$ cat src/rtl/trap_pkg.sv
// Shared cause codes, mtvec modes, FSM state type and a lowest-set-bit helper
// for the trap sequencer.
package trap_pkg;

  localparam logic [3:0] INST_MISALIGN = 4'd0;
  localparam logic [3:0] ILLEGAL       = 4'd2;
  localparam logic [3:0] BREAKPOINT    = 4'd3;
  localparam logic [3:0] ECALL_M       = 4'd11;

  localparam logic [3:0] MSI = 4'd3;
  localparam logic [3:0] MTI = 4'd7;
  localparam logic [3:0] MEI = 4'd11;

  localparam logic [1:0] MTVEC_DIRECT   = 2'b00;
  localparam logic [1:0] MTVEC_VECTORED = 2'b01;

  typedef enum logic [1:0] {
    IDLE     = 2'd0,
    DRAIN    = 2'd1,
    REDIRECT = 2'd2
  } trap_state_t;

  // Index of the lowest set bit; 0 when the vector is empty.
  function automatic logic [3:0] lowest_set(input logic [15:0] v);
    logic [3:0] r;
    r = 4'd0;
    for (int i = 15; i >= 0; i--) begin
      if (v[i]) r = 4'(i);
    end
    return r;
  endfunction

endpackage

$ cat src/rtl/trap_priority_encoder.sv
// Picks the winning trap: lowest-index exception first, then enabled
// interrupts in the order MEI, MSI, MTI, then the rest lowest-index first.
module trap_priority_encoder
  import trap_pkg::*;
(
  input  logic [15:0] excReq,
  input  logic [15:0] irqPending,
  input  logic        mstatusMIE,
  output logic        valid,
  output logic        isInterrupt,
  output logic [3:0]  code
);

  localparam logic [15:0] FIXED_IRQ = (16'd1 << MEI) | (16'd1 << MSI) | (16'd1 << MTI);

  always_comb begin
    valid       = 1'b0;
    isInterrupt = 1'b0;
    code        = 4'd0;
    if (|excReq) begin
      valid = 1'b1;
      code  = lowest_set(excReq);
    end else if (mstatusMIE && (|irqPending)) begin
      valid       = 1'b1;
      isInterrupt = 1'b1;
      if (irqPending[MEI])      code = MEI;
      else if (irqPending[MSI]) code = MSI;
      else if (irqPending[MTI]) code = MTI;
      else                      code = lowest_set(irqPending & ~FIXED_IRQ);
    end
  end

endmodule

$ cat src/rtl/trap_control.sv
// Trap sequencer: accepts traps/mret in IDLE, drains the pipeline, then redirects fetch.
// Optional macro TRAP_VECTORED_MODE_EN enables vectored interrupt targets.
module trap_control
  import trap_pkg::*;
#(
  parameter int N            = 64,
  parameter int FLUSH_CYCLES = 3
) (
  input  logic         clk,
  input  logic         reset,
  input  logic [15:0]  excReq,
  input  logic [N-1:0] excPC,
  input  logic [N-1:0] excTval,
  input  logic [15:0]  irqPending,
  input  logic         mstatusMIE,
  input  logic         mretReq,
  input  logic [N-1:0] mtvec,
  input  logic [2:0]   csrWriteEnable,
  input  logic [N-1:0] csrIn,
  output logic [15:0]  trapTrigger,
  output logic         trapReturn,
  output logic         flush,
  output logic         busy,
  output logic         redirectValid,
  output logic [N-1:0] redirectPC,
  output logic [N-1:0] mepc,
  output logic [N-1:0] mcause,
  output logic [N-1:0] mtval
);

  localparam logic [3:0] CNT_INIT = 4'(FLUSH_CYCLES - 1);

  trap_state_t  state_reg, state_next;
  logic [3:0]   cnt_reg, cnt_next;
  logic [15:0]  trigger_reg;
  logic         return_reg;
  logic [N-1:0] target_reg;
  logic [N-1:0] mepc_reg, mcause_reg, mtval_reg;

  logic         pe_valid, pe_is_int;
  logic [3:0]   pe_code;
  logic         accept_trap, accept_mret;
  logic [N-1:0] trap_base, trap_target;

  trap_priority_encoder u_prio (
    .excReq      (excReq),
    .irqPending  (irqPending),
    .mstatusMIE  (mstatusMIE),
    .valid       (pe_valid),
    .isInterrupt (pe_is_int),
    .code        (pe_code)
  );

  assign accept_trap = (state_reg == IDLE) && pe_valid;
  assign accept_mret = (state_reg == IDLE) && !pe_valid && mretReq;
  assign trap_base   = {mtvec[N-1:2], 2'b00};

`ifdef TRAP_VECTORED_MODE_EN
  always_comb begin
    trap_target = trap_base;
    if (pe_is_int && (mtvec[1:0] == MTVEC_VECTORED))
      trap_target = trap_base + {{(N-6){1'b0}}, pe_code, 2'b00};
  end
`else
  assign trap_target = trap_base;
`endif

  logic unused_bits;
  assign unused_bits = ^{excPC[1:0], mtvec[1:0]};

  always_ff @(posedge clk) begin
    if (reset) begin
      state_reg <= IDLE;
      cnt_reg   <= 4'd0;
    end else begin
      state_reg <= state_next;
      cnt_reg   <= cnt_next;
    end
  end

  always_comb begin
    state_next = state_reg;
    cnt_next   = cnt_reg;
    case (state_reg)
      IDLE: begin
        if (accept_trap || accept_mret) begin
          state_next = DRAIN;
          cnt_next   = CNT_INIT;
        end
      end
      DRAIN: begin
        if (cnt_reg == 4'd0) state_next = REDIRECT;
        else                 cnt_next   = cnt_reg - 4'd1;
      end
      REDIRECT: state_next = IDLE;
      default:  state_next = IDLE;
    endcase
  end

  // Trap acceptance takes precedence over a software write in the same cycle.
  always_ff @(posedge clk) begin
    if (reset) begin
      trigger_reg <= '0;
      return_reg  <= 1'b0;
      target_reg  <= '0;
      mepc_reg    <= '0;
      mcause_reg  <= '0;
      mtval_reg   <= '0;
    end else begin
      trigger_reg <= accept_trap ? (16'd1 << pe_code) : 16'd0;
      return_reg  <= accept_mret;

      if (accept_trap)      target_reg <= trap_target;
      else if (accept_mret) target_reg <= mepc_reg;

      if (accept_trap)            mepc_reg <= {excPC[N-1:2], 2'b00};
      else if (csrWriteEnable[0]) mepc_reg <= {csrIn[N-1:2], 2'b00};

      if (accept_trap)            mcause_reg <= {pe_is_int, {(N-5){1'b0}}, pe_code};
      else if (csrWriteEnable[1]) mcause_reg <= csrIn;

      if (accept_trap)            mtval_reg <= pe_is_int ? '0 : excTval;
      else if (csrWriteEnable[2]) mtval_reg <= csrIn;
    end
  end

  assign trapTrigger   = trigger_reg;
  assign trapReturn    = return_reg;
  assign flush         = (state_reg == DRAIN);
  assign busy          = (state_reg != IDLE);
  assign redirectValid = (state_reg == REDIRECT);
  assign redirectPC    = redirectValid ? target_reg : '0;
  assign mepc          = mepc_reg;
  assign mcause        = mcause_reg;
  assign mtval         = mtval_reg;

endmodule

$ cat config.mk
export PLATFORM = sky130hd
export DESIGN_NAME = trap_control
export DESIGN_NICKNAME = d
export VERILOG_FILES = /design/src/rtl/trap_pkg.sv /design/src/rtl/trap_priority_encoder.sv /design/src/rtl/trap_control.sv
export SDC_FILE = /design/constraint.sdc
export NUM_CORES = 1
export LEC_CHECK = 0
export CELL_PAD_IN_SITES_DETAIL_PLACEMENT = 2
export CELL_PAD_IN_SITES_GLOBAL_PLACEMENT = 2
export CORE_ASPECT_RATIO = 1.5
export CORE_MARGIN = 8
export CORE_UTILIZATION = 24
export DETAILED_ROUTE_END_ITERATION = 8
export PLACE_DENSITY_LB_ADDON = 0.12
export SLEW_MARGIN = 20
export SYNTH_ARGS = -nofsm -noshare
export SYNTH_HDL_FRONTEND = slang
export SYNTH_HIERARCHICAL = 1
export SYNTH_SLANG_ARGS = --single-unit
export TNS_END_PERCENT = 50
$ cat constraint.sdc
create_clock -name clk -period 3.43 [get_ports clk]
set_input_delay 0.8575 -clock clk [delete_from_list [all_inputs] [get_ports clk]]
set_output_delay 0.8575 -clock clk [all_outputs]
set_load 0.05 [all_outputs]
==> summary.txt, run 1 <==
Outcome
  – Status: finished, final reports clean

Final layout
  – Filler cell count: 6093
  – Utilization after layout: 0.381
  – Nets: 2309
  – Area delta synth->final: 57.9%
  – Ratio of cells with drive above 1 in the final layout: 0.142

STA
  – Slew HR: 0.415
  – RSZ-0062 raised after global routing: false
  – Slew Viols, Final: 0
  – Final hold viol count: 0
  – Tightest Pin Transition: 0.878 ns
  – Final worst-path cycle share: 0.971
  – Fin crit period: 3.33 ns
  – Layout Skew: 0.00960 ns
  – Final setup viols: 0
  – Max Freq: 0.300 GHz

Route
  – WL/cell: 24.2 um
  – Vias: 13133
  – Post-route ant nets: 0
  – Drt via density: 4.78
  – DR WL met3: 5400 um
  – Iter 0 DRT Violations: 325
  – First-pass DRT Iterations: 4
  – Met2 WL: 33800 um
  – Max layer used: met5
  – WL final: 66300 um
  – Met1 WL: 25100 um
  – DRC violations left: 0

Setup path
  – WP data required: 2.57 ns
  – Setup CP Type: reg2out
  – Slowest CP cell: clkdlybuf4s50_1
  – Cells along the critical path: nor2b_4, buf_4, and2_1, clkdlybuf4s50_1
  – Cell family with most CP delay: buffers and inverters
  – CP max stage delay: 0.85 ns
  – Crit path capture type: output port
  – WP buf/inv: 2
  – Startpoint Class: flop
  – Crit path DAT: 2.47 ns
  – Largest fanout on the critical path: 23

Floorplanning
  – CORE AREA: 55400 um2
  – IO Count: 571
  – Die X-Extent: 209 um
  – Die Y: 305 um
  – Die area: 63700 um2
  – Row Count: 106
  – Initial Util: 0.241

Worst hold path
  – Min-Delay Path Class: reg2reg

Clock tree
  – Cts-stage hold buffer count: 0
  – Setup bufs post-CTS: 0
  – Cts bufs inserted: 34
  – Worst-path clk slew: 0.06 ns
  – CTS Sinks: 275
  – TritonCTS clock tree: built
  – CTS Root Cell: clkbuf_16
  – Clock Latency Late Sink: 0.52 ns
  – Max Buffers Root-to-Sink: 3
  – CTS H-tree lvls: 2

Place
  – PortBufs: 562
  – Post-DP HPWL: 50400 um
  – GP Congestion: 0.806

Run
  – # Max-Cap Violations: 0

Power and ir drop
  – PD cells: 546 nW/um2
  – Peak supply drop: 0.277 mV
  – Leakage dissipation: 8.58 nW
  – Overall Power: 11.5 mW

Synth
  – Asr flop ratio synth: 0
  – Seq/Total Area, Yosys: 0.411
  – Gate Count Post-Synth: 1488
  – Synth Flop Type: dfxtp_1
  – Synth Cell Area: 13400 um2
  – Synth top area share: 0.411
  – #FFs+latches synth: 275
  – Commonest cells in the netlist: 275 x dfxtp_1, 204 x nor2_1, 134 x inv_1
  – Cell variety after synth: 51
  – Ranking of synthesized cells by area: dfxtp_1 41%, mux2i_1 9.4%, nor2_1 5.7%
  – Yosys warns: 6
  – Most frequent cell after synthesis: dfxtp_1
  – Number of synthesized flops with an enable pin: 0
  – Mapped Avg Cell Area: 8.99 um2
  – Cell taking the most area after synthesis: dfxtp_1

GRT
  – Antenna violations before repair: 9
  – Grt total ovfl: 0
  – Overall Global Routing Usage: 0.200
  – Largest net degree at the start of global routing: 131
  – Global-route wire length before repair: 98100 um
  – Vias in the first global route: 14712
## cell families (layout without fill, tap and decap cells)
| kind of cell | after synthesis | in the layout | share of synthesized area |
|---|---|---|---|
| simple gates | 460 | 460 | 0.171 |
| compound gates | 289 | 289 | 0.181 |
| flops | 275 | 275 | 0.411 |
| buf+inv | 271 | 816 | 0.0865 |
| mux | 190 | 190 | 0.148 |
| fa+ha+maj | 2 | 2 | 0.00187 |
| other cells | 1 | 11 | 0.000280 |
## worst reg2reg max path, delay by kind of cell, from the launching register on
| kind | cells | cell delay, ns |
|---|---|---|
| buffers and inverters | 2 | 0.88 |
| and+or+nand+nor | 1 | 0.15 |
| DFF | 1 | 0.46 |
| AOI/OAI and AO/OA | 2 | 0.56 |
## per-layer routing
layer  up-vias  track usage
met5         -            0
met4         6       0.0665
met3        85       0.0722
met2       398        0.364
met1      6460        0.211
li1       6184            -
## power breakdown
group,internal [mW],switching [mW]
Combinational,1.48,2.36
Sequential,3.59,0.238
Clock,2.34,1.52
## final timing paths
| path | startpoint | end | slack [ns] | cells past startpoint |
|---|---|---|---|---|
| max | state_reg[0] | redirectPC[5] | 0.10 | 4 |
| min | target_reg[7] | target_reg[7] | 0.46 | 2 |
| max reg2reg | state_reg[0] | target_reg[22] | 1.29 | 5 |
| min reg2reg | target_reg[7] | target_reg[7] | 0.46 | 2 |
## placed cells by master, fill, tap and decap left out, types with 11 or more instances in the layout
cell type / count
a211oi_2: 60
a21oi_1: 75
a221oi_1: 63
a22o_1: 62
and2_1: 62
buf_12: 22
buf_4: 75
clkbuf_16: 37
clkbuf_8: 12
clkdlybuf4s50_1: 522
dfxtp_1: 275
inv_1: 133
mux2_2: 64
mux2i_1: 126
nand2_1: 71
nand3b_1: 65
nor2_1: 204
nor3_1: 11
nor4_1: 14
## final cells by class
class,count,area [um2],share of cell area
clock inverters,9,100,0.00474
clock buffers,51,1090,0.0515
inverters,134,503,0.0238
multi-input cells,945,6770,0.320
diodes,7,17.5,0.000829
well taps,702,878,0.0416
flip-flops and latches,275,5510,0.261
repair buffers,622,6270,0.297
## metrics by stage
step | hold WS, ns | cell area (um2) | setup slack [ns] | instances | setup TNS, ns
CTS | 0.469 | 21100 | 0.0585 | 2738 | 0
floorplan | 0.441 | 13400 | 0.587 | 1491 | 0
finish | 0.463 | 21100 | 0.100 | 2745 | 0
detailed placement | 0.459 | 19900 | -0.0208 | 2678 | -0.113
global route | 0.480 | 21100 | 0.00465 | 2741 | 0
global placement | 0.449 | 19900 | 0.0369 | 2678 | 0
## what timing repair did
action / CTS / global route
setup endpoints to repair: 0 / 2
gates resized for setup: 0 / 2
endpoints found under the hold margin: 0 / 0
(Power assumes the default switching activity.)
==> run 2, diff against run 1 <==
--- a/config.mk
+++ b/config.mk
@@ -9,7 +9,7 @@
 export CELL_PAD_IN_SITES_GLOBAL_PLACEMENT = 2
 export CORE_ASPECT_RATIO = 1.5
 export CORE_MARGIN = 8
-export CORE_UTILIZATION = 24
+export CORE_UTILIZATION = 26
 export DETAILED_ROUTE_END_ITERATION = 8
 export PLACE_DENSITY_LB_ADDON = 0.12
 export SLEW_MARGIN = 20
==> constraint.sdc (replaced) <==
create_clock -name clk -period 3.9 [get_ports clk]
set_input_delay 0.975 -clock clk [delete_from_list [all_inputs] [get_ports clk]]
set_output_delay 0.975 -clock clk [all_outputs]
set_load 0.05 [all_outputs]
==> run 2 against run 1 <==
Effect of this change: non-clock buffer count fell by 27; global-route usage rose by 1.4 points; clock skew rose by 0.0048 ns; sequential power fell by 12%; combinational power fell by 14%; first-iteration DRC count rose by 3.7%; count of clock-buffer cells in the layout rose by 2; core utilization rose by 2.5 points; via count rose by 0.72%; largest cell class unchanged; highest routed layer is now met4.
==> summary.txt, run 2 (synthesis results as in run 1) <==
Setup path
  – Cells along the critical path: nor2b_4, buf_4, and2_1, clkdlybuf4s50_1
  – Slowest CP cell: clkdlybuf4s50_1
  – WP data required: 2.92 ns (+0.35 ns)
  – Startpoint Class: flop
  – R2R Setup Slk: 1.71 ns (+0.42 ns)
  – Largest fanout on the critical path: 37 (+61%)
  – Crit path DAT: 2.74 ns (+0.27 ns)
  – CP max stage delay: 0.90 ns (+0.05 ns)
  – Crit path capture type: output port
  – Setup CP Type: reg2out

Floorplanning
  – Initial Util: 0.261 (+0.0195)
  – CORE AREA: 51300 um2 (-7.5%)
  – Row Count: 102 (-3.8%)
  – Die X-Extent: 201 um (-3.6%)
  – IO Count: 571 (unchanged)
  – Die area: 59100 um2 (-7.2%)
  – Die Y: 294 um (-3.7%)

GRT
  – Antenna violations before repair: 11 (+2)
  – Vias in the first global route: 14592 (-0.82%)
  – Overall Global Routing Usage: 0.215 (+0.0144)
  – Global-route wire length before repair: 97700 um (-0.40%)
  – Largest net degree at the start of global routing: 92 (-30%)
  – Grt total ovfl: 0 (unchanged)

STA
  – Max Freq: 0.269 GHz
  – Slew Viols, Final: 0 (unchanged)
  – Tightest Pin Transition: 0.952 ns (+0.0739 ns)
  – Fin crit period: 3.72 ns
  – RSZ-0062 raised after global routing: false
  – Final worst-path cycle share: 0.953
  – Final hold viol count: 0 (unchanged)
  – Layout Skew: 0.0144 ns (+0.00480 ns)
  – Final setup viols: 0 (unchanged)
  – Total Neg Setup Slack: 0 ns (unchanged)
  – Slew HR: 0.365 (-0.0493)

Final layout
  – Most common cell after layout, fill and taps aside: clkdlybuf4s50_1
  – Ratio of cells with drive above 1 in the final layout: 0.112 (-0.0299)
  – Nets: 2282 (-1.2%)
  – Post-route cell area: 20800 um2 (-1.5%)
  – Commonest cells after routing, fill and taps aside: 557 x clkdlybuf4s50_1, 275 x dfxtp_1, 204 x nor2_1, 133 x inv_1, 126 x mux2i_1
  – Area delta synth->final: 55.6%
  – Layout Cells excl Fill: 2695 (-1.8%)

Run
  – # Max-Cap Violations: 0 (unchanged)

Route
  – Drt via density: 4.91 (+2.6%)
  – Vias: 13228 (+0.72%)
  – DRC violations left: 0 (unchanged)
  – Iter 0 DRT Violations: 337 (+3.7%)
  – WL final: 66100 um (-0.33%)
  – First-pass DRT Iterations: 4 (unchanged)
  – WL/cell: 24.5 um (+1.5%)
  – Post-route ant nets: 0 (unchanged)

Worst hold path
  – Min-Delay Path Class: reg2reg

Clock tree
  – Max Buffers Root-to-Sink: 3 (unchanged)
  – Cts bufs inserted: 34 (unchanged)
  – Cts-stage hold buffer count: 0 (unchanged)
  – CTS Sinks: 275 (unchanged)
  – Setup bufs post-CTS: 0 (unchanged)
  – CTS Root Cell: clkbuf_16
  – TritonCTS clock tree: built
  – Worst-path clk slew: 0.06 ns (about the same)
  – CTS resizes: 0 (unchanged)
  – Clock Latency Late Sink: 0.52 ns (about the same)
  – CTS H-tree lvls: 2 (unchanged)

Place
  – Post-placement cell count: 2625 (-2.0%)
  – Dpl cell area: 19600 um2 (-1.4%)
  – Post-DP HPWL: 49000 um (-2.8%)
  – GP Congestion: 0.774 (-3.9%)
  – PortBufs: 562 (unchanged)

Outcome
  – Status: finished, final reports clean

Power and ir drop
  – PD cells: 481 nW/um2 (-12%)
  – Peak supply drop: 0.267 mV (-3.9%)
  – Leakage dissipation: 8.30 nW (-3.3%)
[run 2: cell types whose count changed in the layout (fill, tap and decap cells not counted), sizes merged]
cell / before / now
dlymetal6s2s: 2 / 0
clkbuf: 52 / 54
clkinvlp: 2 / 0
buf: 97 / 37
diode: 7 / 10
clkdlybuf4s50: 522 / 557
[run 2: area by class of cell]
type / instances / area [um2]
antenna: 10 / 25.0
clock buffer: 53 / 1080
clock inverter: 7 / 88.8
fill: 5665 / 30500
inverter: 134 / 503
multi-input combinational: 945 / 6770
sequential: 275 / 5510
tap: 676 / 846
timing repair buffer: 595 / 6000
[run 2: worst max-delay path, delay by kind of cell (launching register included)]
kind	cells	cell delay (ns)
buffers and inverters	2	1.26
AND/OR/NAND/NOR	2	0.42
flip-flops	1	0.54
[run 2: routing by layer]
layer,vias up,GRT usage,routed length [um]
met1,6588,0.233,25500
li1,6138,-,-
met3,97,0.0641,4540
met5,-,0,0
met2,405,0.383,33200
met4,0,0.0907,2880
[run 2: final timing paths]
path,from,to,cells past startpoint
max reg2reg,state_reg[0],target_reg[47],5
min reg2reg,target_reg[30],target_reg[30],2
max,state_reg[1],redirectPC[34],4
min,target_reg[30],target_reg[30],2
[run 2: metrics by stage]
step	power, mW	setup slack, ns	util	hold slack (ns)
final	10.0	0.182	0.406	0.466
after global routing	10.5	0.00511	0.406	0.483
after CTS	10.2	0.102	0.405	0.467
after floorplan	5.39	0.939	-	0.441
after global placement	6.68	0.240	0.383	0.447
after detailed placement	6.77	0.177	0.383	0.456
[run 2: report_power, final]
group	internal [mW]	switching, mW
registers	3.16	0.213
clock network	2.03	1.31
logic	1.23	2.08
total	6.41	3.60
==> run 3, diff against run 2 <==
==> constraint.sdc (replaced) <==
create_clock -name clk -period 4.4 [get_ports clk]
set_input_delay 1.1 -clock clk [delete_from_list [all_inputs] [get_ports clk]]
set_output_delay 1.1 -clock clk [all_outputs]
set_load 0.05 [all_outputs]
==> run 3 against run 2 <==
Effect of this change: first-iteration DRC count down 7.7%; count of clock-buffer cells in the layout down 11; wire length down 1.6%; critical path depth unchanged; clock power decreased by 24%; core utilization is 0.54 points lower; final area down 1.3%; register-to-register slack gained 0.43 ns; die area stayed put; sequential power is 12% lower; critical path type unchanged; critical endpoint is now redirectPC[47]; largest cell class unchanged.
==> summary.txt, run 3 (synthesis results as in run 1) <==
Route
  – WL/cell: 24.3 um (-1.1%)
  – First-pass DRT Iterations: 4 (unchanged)
  – WL final: 65100 um (-1.6%)
  – DRC violations left: 0 (unchanged)
  – Post-route ant nets: 0 (unchanged)
  – Drt via density: 4.88 (-0.53%)
  – Iter 0 DRT Violations: 311 (-7.7%)
  – Vias: 13094 (-1.0%)

Setup path
  – Setup CP Type: reg2out
  – R2R Setup Slk: 2.14 ns (+0.43 ns)
  – Crit path capture type: output port
  – Crit path DAT: 2.99 ns (+0.25 ns)
  – R2R depth: 5 (unchanged)
  – Startpoint Class: flop
  – Reg2Reg Capture Point: target_reg[25]
  – Worst R2R Start: state_reg[0]
  – Largest fanout on the critical path: 44 (+19%)
  – WP data required: 3.30 ns (+0.38 ns)

Outcome
  – Status: finished, final reports clean

STA
  – Max Freq: 0.244 GHz
  – Final setup viols: 0 (unchanged)
  – Tightest Pin Transition: 1.09 ns (+0.143 ns)
  – Final worst-path cycle share: 0.930
  – Fin crit period: 4.09 ns
  – Final hold viol count: 0 (unchanged)
  – Slew Viols, Final: 0 (unchanged)
  – Layout Skew: 0.0106 ns (-0.00382 ns)
  – Slew HR: 0.270 (-0.0951)
  – Total Neg Setup Slack: 0 ns (unchanged)
  – RSZ-0062 raised after global routing: false

Clock tree
  – Cts-stage hold buffer count: 0 (unchanged)
  – Cts bufs inserted: 31 (-8.8%)
  – Clock Latency Late Sink: 0.58 ns (+0.06 ns)
  – Worst-path clk slew: 0.06 ns (about the same)
  – Max Buffers Root-to-Sink: 3 (unchanged)
  – TritonCTS clock tree: built
  – CTS resizes: 0 (unchanged)
  – CTS Root Cell: clkbuf_16
  – Setup bufs post-CTS: 0 (unchanged)
  – CTS H-tree lvls: 1 (-1)
  – CTS Sinks: 275 (unchanged)

Place
  – Post-placement cell count: 2619 (-0.23%)
  – PortBufs: 562 (unchanged)
  – Post-DP HPWL: 47800 um (-2.4%)
  – GP Congestion: 0.774 (about the same)

Final layout
  – Layout Cells excl Fill: 2682 (-0.48%)
  – Nets: 2273 (-0.39%)
  – Commonest cells after routing, fill and taps aside: 557 x clkdlybuf4s50_1, 275 x dfxtp_1, 204 x nor2_1, 133 x inv_1, 126 x mux2i_1
  – Most common cell after layout, fill and taps aside: clkdlybuf4s50_1
  – Area delta synth->final: 53.5%
  – Ratio of cells with drive above 1 in the final layout: 0.107 (-0.00567)
  – Utilization after layout: 0.400 (-0.00541)

Run
  – # Max-Cap Violations: 0 (unchanged)

GRT
  – Vias in the first global route: 14633 (+0.28%)
  – Largest net degree at the start of global routing: 110 (+20%)
  – Overall Global Routing Usage: 0.211 (-0.00355)
  – Grt total ovfl: 0 (unchanged)
  – Antenna violations before repair: 17 (+6)
  – Global-route wire length before repair: 96400 um (-1.3%)

Worst hold path
  – Worst Hold Launch: target_reg[13]
  – Hold worst-path end: target_reg[13]
  – Min-Delay Path Class: reg2reg
  – Hold Path Depth: 2 (unchanged)

Floorplanning
  – Initial Util: 0.261 (unchanged)
  – Die X-Extent: 201 um (unchanged)
  – Die Y: 294 um (unchanged)
  – Die area: 59100 um2 (unchanged)
  – IO Count: 571 (unchanged)
  – Row Count: 102 (unchanged)
  – CORE AREA: 51300 um2 (unchanged)

Power and ir drop
  – PD cells: 409 nW/um2 (-15%)
  – Leakage dissipation: 8.15 nW (-1.7%)
  – Peak supply drop: 0.297 mV (+11%)
  – Overall Power: 8.41 mW (-16%)
[run 3: changes by cell type in the layout (fill, tap and decap cells not counted), sizes merged]
cell      delta
buf          -6
bufinv       -1
clkbuf      -11
clkinv       +2
clkinvlp     +1
diode        +2
[run 3: metrics by stage]
step / hold slack, ns / worst slack [ns] / cell area (um2)
2_1_floorplan: 0.441 / 1.31 / 13400
6_report: 0.464 / 0.310 / 20500
5_1_grt: 0.483 / 0.155 / 20500
4_1_cts: 0.466 / 0.228 / 20500
3_3_place_gp: 0.448 / 0.310 / 19600
3_5_place_dp: 0.456 / 0.381 / 19600
[run 3: how the worst max path moves through the flow]
stage                        start             end  slack [ns]
floorplan                excReq[8]  target_reg[10]        1.31
global placement         excReq[8]        mtval[0]        0.31
CTS                   state_reg[1]  redirectPC[47]        0.23
global route          state_reg[1]  redirectPC[53]        0.16
finish                state_reg[1]  redirectPC[47]        0.31
detailed placement  irqPending[14]  target_reg[51]        0.38
[run 3: cell type report]
type / count / area (um2)
Antenna cell: 12 / 30.0
Clock buffer: 42 / 877
Clock inverter: 9 / 72.6
Fill cell: 5654 / 30800
Inverter: 134 / 505
Multi-Input combinational cell: 945 / 6770
Sequential cell: 275 / 5510
Tap cell: 676 / 846
Timing Repair Buffer: 589 / 5930
[run 3: worst max-delay path, stage by stage, from the launching register on]
cell and delay (ns):
dfxtp_1 0.52, nor2b_4 0.52, buf_12 0.28, and2_1 0.16, clkdlybuf4s50_1 0.89
[run 3: power breakdown]
group | leakage, nW | switching (mW) | internal, mW
Clock | 0.473 | 1.10 | 1.43
Combinational | 5.41 | 1.83 | 1.07
Sequential | 2.27 | 0.188 | 2.80
[run 3: metal layers]
| metal | routed length, um | share of wire | global-route usage |
|---|---|---|---|
| met1 | 25200 | 0.39 | 0.228 |
| met2 | 32800 | 0.50 | 0.379 |
| met3 | 4610 | 0.071 | 0.0657 |
| met4 | 2400 | 0.037 | 0.0852 |
| met5 | 68 | 0.0010 | 0 |
